$ cat src/rtl/ad5328_rx_if.sv
// Purpose: groups the AD5328 serial pins, decoded-frame outputs and readback port.
// Latency: n/a (signal bundle only).
// Backpressure: none; the serial writer cannot be stalled.
interface ad5328_rx_if;
  logic        sync_n;
  logic        sclk;
  logic        din;
  logic        ldac_n;
  logic        frame_valid;
  logic [15:0] frame_data;
  logic        frame_ctrl;
  logic        frame_err;
  logic [2:0]  rd_addr;
  logic [11:0] rd_data;

  // Writer / bench side: drives the serial lines and readback address
  modport master (
    output sync_n, sclk, din, ldac_n, rd_addr,
    input  frame_valid, frame_data, frame_ctrl, frame_err, rd_data
  );

  // Decoder side
  modport slave (
    input  sync_n, sclk, din, ldac_n, rd_addr,
    output frame_valid, frame_data, frame_ctrl, frame_err, rd_data
  );
endinterface

$ cat src/rtl/ad5328_rx.sv
// Purpose: oversampling decoder for the AD5328 3-wire frame plus input/output DAC register model.
// Latency: frame_valid SYNC_STAGES+2 clk after the 16th pin-level sclk fall; rd_data 1 clk after rd_addr.
// Backpressure: none; every frame is reported as it arrives and registers update unconditionally.
module ad5328_rx #(
  parameter int SYNC_STAGES = 2,
  parameter int CH_NUM      = 8
) (
  input  logic         clk,
  input  logic         rst_n,
  ad5328_rx_if.slave   bus
);

  typedef enum logic [1:0] {ST_IDLE, ST_SHIFT, ST_HOLD} state_t;

  // Line order inside each sync stage: {ldac_n, din, sclk, sync_n}
  logic [3:0]  r_sync [SYNC_STAGES];
  logic [2:0]  r_hist;                 // {ldac_n, sclk, sync_n} one cycle older
  state_t      r_state;
  state_t      w_state_nxt;
  logic [15:0] r_shreg;
  logic [4:0]  r_cnt;
  logic [11:0] r_in_reg  [CH_NUM];
  logic [11:0] r_out_reg [CH_NUM];
  logic        r_frame_valid;
  logic [15:0] r_frame_data;
  logic        r_frame_ctrl;
  logic        r_frame_err;
  logic [11:0] r_rd_data;

  logic w_sync_s, w_sclk_s, w_din_s, w_ldac_s;
  logic w_sync_fall, w_sync_rise, w_sclk_fall, w_ldac_fall;
  logic w_shift_en, w_last_bit, w_done, w_err, w_wr;
  logic [2:0]  w_addr;
  logic [11:0] w_wdat;

  assign w_sync_s    = r_sync[SYNC_STAGES-1][0];
  assign w_sclk_s    = r_sync[SYNC_STAGES-1][1];
  assign w_din_s     = r_sync[SYNC_STAGES-1][2];
  assign w_ldac_s    = r_sync[SYNC_STAGES-1][3];
  assign w_sync_fall = r_hist[0] & ~w_sync_s;
  assign w_sync_rise = ~r_hist[0] & w_sync_s;
  assign w_sclk_fall = r_hist[1] & ~w_sclk_s;
  assign w_ldac_fall = r_hist[2] & ~w_ldac_s;

  // Synchronise the async lines; reset to 0 so a line held low across reset never looks like a fall
  always_ff @(posedge clk) begin
    if (!rst_n) begin
      for (int i = 0; i < SYNC_STAGES; i++) r_sync[i] <= '0;
      r_hist <= '0;
    end else begin
      r_sync[0] <= {bus.ldac_n, bus.din, bus.sclk, bus.sync_n};
      for (int i = 1; i < SYNC_STAGES; i++) r_sync[i] <= r_sync[i-1];
      r_hist <= {w_ldac_s, w_sclk_s, w_sync_s};
    end
  end

  // FSM state register
  always_ff @(posedge clk) begin
    if (!rst_n) r_state <= ST_IDLE;
    else        r_state <= w_state_nxt;
  end

  // FSM next state; a sync rise that lands with the 16th sclk fall still completes the frame
  always_comb begin
    w_state_nxt = r_state;
    case (r_state)
      ST_IDLE:  if (w_sync_fall) w_state_nxt = ST_SHIFT;
      ST_SHIFT: begin
        if (r_cnt == 5'd16)                    w_state_nxt = w_sync_s ? ST_IDLE : ST_HOLD;
        else if (w_sync_rise && !w_last_bit)   w_state_nxt = ST_IDLE;
      end
      ST_HOLD:  if (w_sync_rise) w_state_nxt = ST_IDLE;
      default:  w_state_nxt = ST_IDLE;
    endcase
  end

  // FSM outputs: shift strobe, frame completion and truncated-frame error
  always_comb begin
    w_shift_en = (r_state == ST_SHIFT) && w_sclk_fall && (r_cnt != 5'd16);
    w_last_bit = w_shift_en && (r_cnt == 5'd15);
    w_done     = (r_state == ST_SHIFT) && (r_cnt == 5'd16);
    w_err      = (r_state == ST_SHIFT) && (r_cnt != 5'd16) && w_sync_rise && !w_last_bit &&
                 ((r_cnt != 5'd0) || w_shift_en);
  end

  // Shift register and bit counter, cleared at each frame start
  always_ff @(posedge clk) begin
    if (!rst_n) begin
      r_shreg <= '0;
      r_cnt   <= '0;
    end else if ((r_state == ST_IDLE) && w_sync_fall) begin
      r_shreg <= '0;
      r_cnt   <= '0;
    end else if (w_shift_en) begin
      r_shreg <= {r_shreg[14:0], w_din_s};
      r_cnt   <= r_cnt + 5'd1;
    end
  end

  assign w_wr   = w_done && !r_shreg[15];
  assign w_addr = r_shreg[14:12];
  assign w_wdat = r_shreg[11:0];

  // DAC registers: ldac fall copies all inputs; a data write goes through to the output while ldac is low
  always_ff @(posedge clk) begin
    if (!rst_n) begin
      for (int i = 0; i < CH_NUM; i++) begin
        r_in_reg[i]  <= '0;
        r_out_reg[i] <= '0;
      end
    end else begin
      for (int i = 0; i < CH_NUM; i++) begin
        if (w_ldac_fall) r_out_reg[i] <= r_in_reg[i];
        if (w_wr && (int'(w_addr) == i)) begin
          r_in_reg[i] <= w_wdat;
          if (!w_ldac_s) r_out_reg[i] <= w_wdat;
        end
      end
    end
  end

  // Frame report registers; frame_data holds the last good word
  always_ff @(posedge clk) begin
    if (!rst_n) begin
      r_frame_valid <= 1'b0;
      r_frame_data  <= '0;
      r_frame_ctrl  <= 1'b0;
      r_frame_err   <= 1'b0;
    end else begin
      r_frame_valid <= w_done;
      r_frame_ctrl  <= w_done & r_shreg[15];
      r_frame_err   <= w_err;
      if (w_done) r_frame_data <= r_shreg;
    end
  end

  // Registered readback of the selected output register
  always_ff @(posedge clk) begin
    if (!rst_n)                         r_rd_data <= '0;
    else if (int'(bus.rd_addr) < CH_NUM) r_rd_data <= r_out_reg[bus.rd_addr];
    else                                r_rd_data <= '0;
  end

  assign bus.frame_valid = r_frame_valid;
  assign bus.frame_data  = r_frame_data;
  assign bus.frame_ctrl  = r_frame_ctrl;
  assign bus.frame_err   = r_frame_err;
  assign bus.rd_data     = r_rd_data;

endmodule

$ cat src/flat_wrapper.sv
// flat-port wrapper written by rule: the top's interface ports become plain ports
module ad5328_rx_flat 
#(
  parameter int SYNC_STAGES = 2,
  parameter int CH_NUM      = 8
)
  (clk, rst_n, bus_sync_n, bus_sclk, bus_din, bus_ldac_n, bus_rd_addr, bus_frame_valid, bus_frame_data, bus_frame_ctrl, bus_frame_err, bus_rd_data);
  ad5328_rx_if bus_i ();
  input  logic clk;
  input  logic rst_n;
  input wire logic [$bits(bus_i.sync_n)-1:0] bus_sync_n;
  input wire logic [$bits(bus_i.sclk)-1:0] bus_sclk;
  input wire logic [$bits(bus_i.din)-1:0] bus_din;
  input wire logic [$bits(bus_i.ldac_n)-1:0] bus_ldac_n;
  input wire logic [$bits(bus_i.rd_addr)-1:0] bus_rd_addr;
  output wire logic [$bits(bus_i.frame_valid)-1:0] bus_frame_valid;
  output wire logic [$bits(bus_i.frame_data)-1:0] bus_frame_data;
  output wire logic [$bits(bus_i.frame_ctrl)-1:0] bus_frame_ctrl;
  output wire logic [$bits(bus_i.frame_err)-1:0] bus_frame_err;
  output wire logic [$bits(bus_i.rd_data)-1:0] bus_rd_data;
  assign bus_i.sync_n = bus_sync_n;
  assign bus_i.sclk = bus_sclk;
  assign bus_i.din = bus_din;
  assign bus_i.ldac_n = bus_ldac_n;
  assign bus_i.rd_addr = bus_rd_addr;
  assign bus_frame_valid = bus_i.frame_valid;
  assign bus_frame_data = bus_i.frame_data;
  assign bus_frame_ctrl = bus_i.frame_ctrl;
  assign bus_frame_err = bus_i.frame_err;
  assign bus_rd_data = bus_i.rd_data;
  ad5328_rx #(.SYNC_STAGES(SYNC_STAGES), .CH_NUM(CH_NUM)) u_core (.clk(clk), .rst_n(rst_n), .bus(bus_i));
endmodule
$ cat config.mk
export PLATFORM = sky130hd
export DESIGN_NAME = ad5328_rx_flat
export DESIGN_NICKNAME = d
export VERILOG_FILES = /design/src/rtl/ad5328_rx_if.sv /design/src/rtl/ad5328_rx.sv /design/src/flat_wrapper.sv
export SDC_FILE = /design/constraint.sdc
export NUM_CORES = 1
export LEC_CHECK = 0
export BUFFER_PORTS_ARGS = -buffer_cell sky130_fd_sc_hd__buf_2
export CAP_MARGIN = 15
export CORE_ASPECT_RATIO = 1.1
export CORE_MARGIN = 5
export CORE_UTILIZATION = 66
export CTS_BUF_LIST = sky130_fd_sc_hd__clkbuf_4
export CTS_CLUSTER_DIAMETER = 50
export CTS_CLUSTER_SIZE = 16
export DETAILED_ROUTE_END_ITERATION = 10
export GPL_TIMING_DRIVEN = 0
export PLACE_DENSITY = 0.84
export RECOVER_POWER = 25
export SYNTH_ARGS = -nofsm -noshare
export SYNTH_HDL_FRONTEND = slang
export SYNTH_SLANG_ARGS = --single-unit
$ cat constraint.sdc
create_clock -name clk -period 6.05 [get_ports clk]
set_clock_uncertainty 0.2 [all_clocks]
set_input_delay 0.605 -clock clk [delete_from_list [all_inputs] [get_ports clk]]
set_output_delay 0.605 -clock clk [all_outputs]
set_load 0.01 [all_outputs]
==> impl_metrics.toml <==
[detailed_routing]
drt-pass1-iter-count = 7
ant_nets = 0
drc = 0
wire_per_inst_um = 21.9
num_vias = 7513
drt_iter0_markers = 1202
vias_per_cell = 6.22
drt-total-wl_um = 26500

[clocking]
clock_path_buffers = 3
clkLatencyLatePin_ns = 0.67
ctsResizeCount = 0
clk_pin_slew_ns = 0.15
cts_tree = "done"
numCtsBuffers = 21
htreeDepth = 1
cts.sinks = 257
cts_setup_buffers = 0
clock-root-buffer = "clkbuf_4"

[cells_and_area]
stdcell_count = 1208
num-fill-cells = 1156
drive_above_1_share = 0.101
nets = 1002
syn2layout_area_growth_pct = 6.80
multi_input_area_um2 = 3190
ff_latch_area_um2 = 7070
n_antenna_cell = 0

[floorplanning]
fp.dieH_um = 144
floorplan.initialDensity = 0.663
num_rows = 49
die-area_um2 = 18900
core_um2 = 16200
fp.dieW_um = 132
io_pins = 40

[power_and_ir_drop]
leakage_nw = 3.94
ir_drop_uv = 164
powerDensity_nw_per_um2 = 253

[global_route]
grt_pass1_wl_um = 41000
grt_max_degree = 18
antenna_found_initial = 0
grt_pass1_vias = 7163
overflow = 0
grtUsageTotal = 0.284

[run_status]
status = "completed"

[sta]
tns_ns = 0
maxSlewHeadroom = 0.442
fin_crit_ns = 3.45
finalSetupViolCount = 0
slew_violations = 0
hold_viol = 0
tightestPinTransition_ns = 0.837
fin_crit_sh = 0.570
fmax_mhz = 290
rsz0062_at_grt = "false"

[logic_synthesis]
synthFlopType = "edfxtp_1"
synthCells = 920
ys_types = 46
ys_seq_area_frac = 0.658
synth_top_area_frac = 0.537
synth_top_area_cell = "edfxtp_1"
yosys_register_bits = 257
avgSynthCellArea_um2 = 11.7
synth_area_leaders = "edfxtp_1 (54%), dfxtp_1 (12%), nand2_1 (6.2%), mux4_2 (5.0%), o21ai_0 (3.7%)"
synth_nets = 932
yosysWarnings = 0
synth_area_um2 = 10700
synth_edf_count = 192
synthArstFlopShare = 0

[worst_setup_path]
worst_setup_path_start_kind = "register"
r2r_cells = 8
r2r-start = "u_core.r_cnt[0]"
path_class = "register to register"
path_max_fanout = 10
cp-end-kind = "register"
cp.arrival_ns = 3.64
cp.required_ns = 6.24
regToRegEndpoint = "u_core.r_out_reg[0][4]"
rrSetupSlack_ns = 2.60

[place]
dp_hpwl_um = 18900
dp.cells = 1167
io_buffers = 37
gp_congestion = 0.969

[worst_hold_path]
worst_hold_path.num_cells = 3
min_from = "bus_rd_addr[1]"
holdPathEnd = "u_core.bus.rd_data[9]"
hold_path.class = "primary input to register"

[job]
max_cap_viol_count = 0
==> cell usage in the layout, fill, tap and decap left out, drive strengths merged, types with 12 or more instances in the layout <==
master,n
nand4,14
o21ai,89
a21boi,17
and2,17
inv,44
nand3,35
buf,28
mux2i,12
dfxtp,65
mux4,24
a21oi,22
nand2,178
nor2,93
edfxtp,192
clkbuf,116
==> worst max-delay path by stage <==
stage,to,depth (start not counted),from,slack (ns)
global placement,u_core.r_out_reg[0][6],7,u_core.r_cnt[0],2.30
finish,u_core.r_out_reg[0][4],8,u_core.r_cnt[0],2.60
floorplan,u_core.r_out_reg[0][0],7,u_core.r_cnt[0],3.18
global route,u_core.r_out_reg[0][8],8,u_core.r_cnt[0],2.40
CTS,u_core.r_out_reg[0][4],8,u_core.r_cnt[0],3.00
detailed placement,u_core.r_in_reg[0][6],6,rst_n,2.77
==> critical path, cell delays in order (launching register included) <==
cell      delay, ns
dfxtp_1        0.37
inv_1          0.07
ha_1           0.18
nor4bb_1       0.33
clkbuf_1       0.32
clkbuf_1       0.42
nand3_1        0.35
o21ai_1        0.63
buf_4          0.29
==> per-layer routing <==
layer | track usage | vias up | share of wire
met5 | 0 | - | 0
met4 | 0.126 | 0 | 0.052
met3 | 0.0557 | 100 | 0.11
met2 | 0.475 | 541 | 0.48
met1 | 0.366 | 3517 | 0.35
li1 | - | 3355 | -
==> power breakdown <==
part / internal [mW] / leakage [nW] / switching (mW)
Combinational: 0.0487 / 1.30 / 0.0928
Clock: 0.240 / 0.169 / 0.540
Sequential: 1.96 / 2.47 / 0.0212
Total: 2.25 / 3.94 / 0.654
==> cell usage after synthesis, types with 2 or more instances <==
cell type  count
edfxtp_1     192
nand2_1      177
nor2_1        93
o21ai_0       79
dfxtp_1       65
clkbuf_1      45
inv_1         40
nand3_1       34
mux4_2        24
a21oi_1       22
buf_2         17
a21boi_0      16
and2_1        16
nand4_1       14
mux2i_1       12
a22o_1        11
o21ai_2        9
buf_4          5
nand2b_1       5
nor2b_1        5
o31ai_1        4
a31oi_1        3
ha_1           3
nand3b_1       3
and3_1         2
buf_1          2
nor4bb_1       2
xor2_1         2
==> layout make-up <==
| class | instances | share of cell area |
|---|---|---|
| plain buffers | 71 | 0.0261 |
| clock buffers | 30 | 0.0196 |
| clock inverters | 7 | 0.00393 |
| inverters | 40 | 0.0131 |
| multi-input cells | 552 | 0.278 |
| flip-flops and latches | 257 | 0.616 |
| well taps | 204 | 0.0223 |
| repair buffers | 47 | 0.0204 |
==> cell families after synthesis <==
kind of cell | count (synthesis) | synth area share
AOI/OAI and AO/OA | 146 | 0.0803
DFF | 257 | 0.658
buffers and inverters | 111 | 0.0433
adders and majority gates | 3 | 0.00350
and+or+nand+nor | 364 | 0.151
xor gates and xnor gates | 3 | 0.00245
muxes | 36 | 0.0615
==> through the flow <==
step / utilization / area [µm²] / setup slack, ns / hold slack, ns / total power, mW
2_1_floorplan: - / 10700 / 3.18 / 0.212 / 2.10
3_3_place_gp: 0.691 / 11200 / 2.30 / 0.215 / 2.15
3_5_place_dp: 0.694 / 11200 / 2.77 / 0.219 / 2.16
4_1_cts: 0.713 / 11500 / 3.00 / 0.00392 / 2.89
5_1_grt: 0.709 / 11500 / 2.40 / 0.00784 / 2.98
6_report: 0.709 / 11500 / 2.60 / 0.00420 / 2.90
==> timing repair <==
item,4_1_cts,5_1_grt
endpoints found under the setup margin,0,0
endpoints found under the hold margin,4,0
hold buffers,4,0
(Power assumes the default switching activity.)
